$ cat src/rtl/irq_sched.sv
// Interrupt scheduler: synchronizes and registers the machine interrupt sources, then
// drains the pipeline before raising a trap request to WB. Also parks the core in WFI.
module irq_sched #(
  parameter int unsigned SYNC_STAGES = 2,
  parameter int unsigned DRAIN_MAX   = 15
) (
  input  logic       clk_in,
  input  logic       reset_in,
  input  logic       ext_irq_async,
  input  logic       timer_irq,
  input  logic       sw_irq,
  input  logic [2:0] mie_en,
  input  logic       mstatus_mie,
  input  logic [1:0] mode,
  input  logic       wfi,
  input  logic       pipe_empty,
  input  logic       trap_ack,
  output logic       meip,
  output logic       mtip,
  output logic       msip,
  output logic       hold_fetch,
  output logic       irq_req,
  output logic [3:0] irq_cause,
  output logic       sleeping,
  output logic       wake,
  output logic       drain_err
);

  typedef enum logic [1:0] {IDLE, DRAIN, REQ, SLEEP} state_t;

  localparam logic [7:0] DRAIN_LIM = 8'(DRAIN_MAX);

  state_t                 state_q, state_d;
  logic [SYNC_STAGES-1:0] sync_q;
  logic                   mtip_q, msip_q;
  logic [7:0]             drain_cnt_q, drain_cnt_inc;
  logic [3:0]             cause_q, cause_sel;
  logic                   drain_err_q, wake_q;
  logic [2:0]             en;
  logic                   take;

  assign meip = sync_q[SYNC_STAGES-1];
  assign mtip = mtip_q;
  assign msip = msip_q;

  assign en   = {meip, mtip_q, msip_q} & mie_en;
  assign take = (|en) & ((mode != 2'b11) | mstatus_mie);

  // Software beats timer beats external when several enabled sources are pending.
  assign cause_sel = en[0] ? 4'd3 : (en[1] ? 4'd7 : 4'd11);

  assign drain_cnt_inc = (drain_cnt_q == 8'hFF) ? 8'hFF : drain_cnt_q + 8'd1;

  // NOTE: sequential state uses non-blocking assignments so every flop samples pre-edge values.
  always_ff @(posedge clk_in) begin
    if (reset_in) begin
      sync_q <= '0;
      mtip_q <= 1'b0;
      msip_q <= 1'b0;
    end else begin
      sync_q <= {sync_q[SYNC_STAGES-2:0], ext_irq_async};
      mtip_q <= timer_irq;
      msip_q <= sw_irq;
    end
  end

  // NOTE: state_d gets its default before the case so no path can infer a latch.
  always_comb begin
    state_d = state_q;
    unique case (state_q)
      IDLE:    if (take) state_d = DRAIN;
               else if (wfi) state_d = SLEEP;
      DRAIN:   if (!take) state_d = IDLE;
               else if (pipe_empty) state_d = REQ;
      REQ:     if (trap_ack) state_d = IDLE;
      SLEEP:   if (|en) state_d = IDLE;
      default: state_d = IDLE;
    endcase
  end

  always_ff @(posedge clk_in) begin
    if (reset_in) begin
      state_q     <= IDLE;
      drain_cnt_q <= 8'd0;
      cause_q     <= 4'd0;
      drain_err_q <= 1'b0;
      wake_q      <= 1'b0;
    end else begin
      state_q <= state_d;
      wake_q  <= (state_q == SLEEP) && (|en);
      if (state_q == IDLE && take) begin
        drain_cnt_q <= 8'd0;
        cause_q     <= cause_sel;
      end else if (state_q == DRAIN) begin
        drain_cnt_q <= drain_cnt_inc;
        // Sticky: a slow drain is reported but the request still waits for pipe_empty.
        if (drain_cnt_inc >= DRAIN_LIM) drain_err_q <= 1'b1;
      end
    end
  end

  assign hold_fetch = (state_q != IDLE);
  assign irq_req    = (state_q == REQ);
  assign sleeping   = (state_q == SLEEP);
  assign irq_cause  = cause_q;
  assign wake       = wake_q;
  assign drain_err  = drain_err_q;

endmodule

$ cat config.mk
export PLATFORM = sky130hd
export DESIGN_NAME = irq_sched
export DESIGN_NICKNAME = d
export VERILOG_FILES = /design/src/rtl/irq_sched.sv
export SDC_FILE = /design/constraint.sdc
export NUM_CORES = 1
export LEC_CHECK = 0
export CAP_MARGIN = 40
export CORE_UTILIZATION = 46
export CTS_BUF_LIST = sky130_fd_sc_hd__clkbuf_8 sky130_fd_sc_hd__clkbuf_16
export CTS_CLUSTER_DIAMETER = 80
export DETAILED_ROUTE_END_ITERATION = 6
export PLACE_DENSITY = 0.77
export SKIP_LAST_GASP = 1
export SLEW_MARGIN = 20
export SYNTH_ARGS = -nofsm -noshare
export SYNTH_HDL_FRONTEND = slang
export SYNTH_SLANG_ARGS = --single-unit
$ cat constraint.sdc
create_clock -name clk_in -period 2.1 [get_ports clk_in]
set_clock_uncertainty 0.15 [all_clocks]
set_input_delay 0.315 -clock clk_in [delete_from_list [all_inputs] [get_ports clk_in]]
set_output_delay 0.315 -clock clk_in [all_outputs]
set_load 0.01 [all_outputs]
# After elaboration in Yosys (flattened, before gate mapping)
# Cells that the tools add are included.
# W data, S select, Z words.
# totals
regBits,20
output_inout_bits,12
in_bits,14
# op_classes
n_eq_ne,9
n_lt_le_gt_ge,1
mux,10
bitwise_logic,4
n_addsub,1
reduce_logical,8
# op_table
operator,n
$mux W2,6
$add A8 B1 Y8 const B,1
$eq A8 B8 Y1 const B,1
$ge A8 B4 Y1 const B,1
$mux W4,2
$mux W8,1
$pmux W2 S4,1
$ne A3 B3 Y1 const B,2
$eq A2 B2 Y1 const B,2
$ne A2 B2 Y1 const B,2
$reduce_and A4 Y1,1
$and A3 B3 Y3,1
$reduce_and A3 Y1,1
$reduce_or A3 Y1,1
$eq A2 B1 Y1 const B,1
$logic_and A1 B1 Y1,2
$logic_not A2 Y1,1
$ne A2 B1 Y1 const B,1
$reduce_bool A2 Y1,1
$reduce_or A2 Y1,1
$and A1 B1 Y1,1
$not A1 Y1,1
$or A1 B1 Y1,1

# Logic depth before layout (Yosys ltp)
# Gate-level depths: netlist (run 1).
# depth
ltp_word,6
mapped_depth,6
mapped_depth_nobuf,5

# Worst setup path before layout (run 1)
# No wires, ideal clock.
# synth_path
path_kind,reg2reg
from,reg sync_q[1]
to,reg drain_cnt_q[2]
t_arrival_ps,1632
required_ps,1862
stages_incl_launch_ff,6
path_buffers,1
path_slack_ps,230
cell_sequence,dfxtp_1 > a222oi_1 > nor3_2 > or2_1 > buf_6 > a311oi_2
# synth_via
elab_chain_cells,5
# synth_rtl
element,line,rtl
start: declaration,34,logic [SYNC_STAGES-1:0] sync_q;
start signal: assignment,61,"sync_q <= {sync_q[SYNC_STAGES-2:0], ext_irq_async};"
$and A3 B3 Y3,46,"assign en = {meip, mtip_q, msip_q} & mie_en;"
$reduce_or A3 Y1,47,assign take = (|en) & ((mode != 2'b11) | mstatus_mie);
$and A1 B1 Y1,47,
$logic_and A1 B1 Y1,91,if (state_q == IDLE && take) begin
$reduce_or A2 Y1 (no line),-,
end signal: assignment,95,drain_cnt_q <= drain_cnt_inc;
end: declaration,36,"logic [7:0] drain_cnt_q, drain_cnt_inc;"
# No other way between the ends.
# A chain may end at the register's enable or synchronous reset.

# Worst setup path in the final report (run 1)
# layout_path
from,reg state_q[1]
to,out sleeping
# layout_via
elab_chain_cells,1
# layout_rtl
element,line,rtl
start: declaration,33,"state_t state_q, state_d;"
start signal: assignment,89,state_q <= state_d;
$eq A2 B2 Y1,104,assign sleeping = (state_q == SLEEP);
end: declaration,24,"output logic sleeping,"
# No other way between the ends.

==> flow_metrics.env, run 1 <==
export IMPL_hold_path_class="reg2reg"
export IMPL_synthTopCellsByCount="19 x dfxtp_1, 15 x nor2_1, 6 x a21oi_1, 6 x clkbuf_1, 6 x nor2b_1"
export IMPL_power_total_mw=0.817
export IMPL_rows=16
export IMPL_routedWlPerCell_um=13.0
export IMPL_cp_arrival_ps=1460
export IMPL_rsz0062_at_grt="false"
export IMPL_ant_nets=0
export IMPL_cts_post_setup_buffers_inserted=0
export IMPL_yosysTopAreaCell="dfxtp_1"
export IMPL_drv_slew=0
export IMPL_drt_first_iter_violations=19
export IMPL_pwr_share_clk_pct=30.2
export IMPL_cp_required_ps=1630
export IMPL_boundaryPins=26
export IMPL_p_switching_mw=0.211
export IMPL_drive_gt1_share_pct=10.4
export IMPL_r2r_slack_ps=230
export IMPL_final_nets=150
export IMPL_via_per_inst=5.54
export IMPL_grt_pass1_wl_um=3330
export IMPL_grt_max_degree=12
export IMPL_worstMarginPinSlew_ps=453
export IMPL_clk_path_buf_depth=2
export IMPL_netlist_instances=108
export IMPL_seq_area_um2=380
export IMPL_relSlewSlack_pct=69.5
export IMPL_p_leak_nw=0.451
export IMPL_n_antenna_cell=0
export IMPL_p_int_mw=0.606
export IMPL_totalNegativeSetupSlack_ps=0
export IMPL_root_buffer="clkbuf_8"
export IMPL_synthArstFlopShare_pct=0
export IMPL_max_freq_mhz=520
export IMPL_grt_pass1_vias=807
export IMPL_cp_max_fo=9
export IMPL_place_area_um2=1230
export IMPL_antenna_found_initial=0
export IMPL_area_growth_pct=34.3
export IMPL_status="finished clean"
export IMPL_power_density_nw_per_um2=640
export IMPL_ys_types=37
export IMPL_criticalPathCategory="reg2out"
export IMPL_htreeDepth=1
export IMPL_p_sw_share_pct=25.9
export IMPL_dpl_hpwl_um=1590
export IMPL_post_route_drc_count=0
export IMPL_r2r_start="drain_cnt_q[0]"
export IMPL_synth_main_ff_cell="dfxtp_1"
export IMPL_syn_area_per_cell_um2=8.80
export IMPL_yosys_warnings=0
export IMPL_cts_buffers=3
export IMPL_clkSinkCount=19
export IMPL_multi_input_area_um2=529
export IMPL_die_area_um2=2250
export IMPL_hold_buffers=0
export IMPL_place_inst=157
export IMPL_yosysTopAreaCellShare_pct=40.0
export IMPL_cap_violations=0
export IMPL_finalCriticalPeriod_ps=1920
export IMPL_floorplan_initialDensity_pct=48.5
export IMPL_end_kind="output port"
export IMPL_ys_ff_latch=19
export IMPL_critPathLaunch="state_q[1]"
export IMPL_fillCellCount=185
export IMPL_grt_overflow=0
export IMPL_die_h_um=47.5
export IMPL_p_comb_share_pct=21.1
export IMPL_cts_resized=0
export IMPL_drt_first_pass_iters=4
export IMPL_finalNonFillerCells=161
export IMPL_finalCritPeriodShare_pct=91.6
export IMPL_seq_area_frac_synth_pct=40.0
export IMPL_synth_area_leaders="dfxtp_1 40%, nor2_1 5.9%, nor2b_1 3.9%"
export IMPL_syn_nets=123
export IMPL_clock_latency_ps=250
export IMPL_vias=892
export IMPL_p_seq_share_pct=48.7
export IMPL_startpoint_type="flip-flop"
export IMPL_max_vdd_ir_drop_v=0.000530
export IMPL_track_usage_pct=20.8
export IMPL_tritoncts="yes"
export IMPL_syn_area_um2=951
export IMPL_die_w_um=47.5
export IMPL_synth_edf_count=0
export IMPL_design_area_um2=1280
export IMPL_yosysMostFrequentCell="dfxtp_1"
export IMPL_hold_viol_final=0
export IMPL_routed_wl_um=2090
export IMPL_core_area_um2=1960
export IMPL_hp_start="sync_q[0]"
export IMPL_place_gp_congestion=0.853
export IMPL_clk_transition_reported_paths_ps=70
export IMPL_port_buffer_count=25
export IMPL_finalSetupViolations=0
## cell type report
type | count | share of cell area [%]
Multi-Input combinational cell | 81 | 41.4
Sequential cell | 19 | 29.8
Timing Repair Buffer | 30 | 22.5
Clock buffer | 3 | 3.23
Tap cell | 27 | 2.64
Clock inverter | 1 | 0.392
## power by group through the flow
stage / sequential (mW) / combinational [mW] / clock [mW]
after floorplan: 0.406 / 0.0906 / 0
after global placement: 0.406 / 0.169 / 0
after detailed placement: 0.407 / 0.172 / 0
after CTS: 0.398 / 0.173 / 0.254
after global routing: 0.401 / 0.189 / 0.272
final: 0.398 / 0.172 / 0.247
## worst max-delay path, cell delays in order, from the launching register on
cell and delay (ps):
dfxtp_1 440, and2_1 220, clkdlybuf4s50_1 550
## routing by layer
metal	vias up	share of wire (%)	global-route usage, %	wire (um)
li1	446	-	-	-
met1	413	43	25.4	902
met2	31	50	34.8	1040
met3	2	6.1	4.53	127
met4	0	0.53	9.71	11
met5	-	0	0	0
## final timing paths
| check | endpoint | cells after the start |
|---|---|---|
| max | sleeping | 2 |
| max reg2reg | drain_cnt_q[1] | 5 |
| min reg2reg | sync_q[1] | 1 |
| min | sync_q[1] | 1 |
## cell families (layout without fill, tap and decap cells)
logic type,count (synthesis),count (layout),share of synthesized area [%]
adder cells (fa/ha/maj),1,1,1.32
multiplexers,2,2,2.11
AO/OA/AOI/OAI,31,31,24.9
AND/OR/NAND/NOR,46,46,26.4
XOR/XNOR,1,1,0.921
flip-flops,19,19,40.0
buffers and inverters,8,34,4.34
## metrics by stage
step | setup slack (ps) | hold WS, ps | util (%)
final | 177 | 293 | 65.1
after global routing | 93.4 | 310 | 65.1
after CTS | 165 | 297 | 65.1
after detailed placement | 6.49 | 280 | 62.8
after global placement | 46.6 | 270 | 62.8
after floorplan | 230 | 264 | -
## sequential cells by signal, indices dropped and copies added, names as in the netlist
name         cells
wake             1
msip             1
drain_err        1
mtip             1
irq_cause        3
state_q          2
sync_q           2
drain_cnt_q      8
## cells in the final DEF (no fill, tap or decap), types with 3 or more instances in the layout
cell type | synthesis | routed
nand3_1 | 4 | 4
clkdlybuf4s50_1 | 0 | 25
buf_4 | 1 | 5
o21ai_0 | 4 | 4
nand2_1 | 4 | 4
nor2b_1 | 6 | 6
clkbuf_8 | 0 | 3
or2_1 | 3 | 3
nand2b_1 | 4 | 4
nor2_1 | 15 | 15
dfxtp_1 | 19 | 19
a21oi_1 | 6 | 6
Power figures use the tool's default switching activity.
==> inputs of run 2 (changes only) <==
- ABC_CLOCK_PERIOD_IN_PS: unset -> 2100
==> results of run 2 <==
The final DEF is identical to that of run 1; final timing and power are the same.
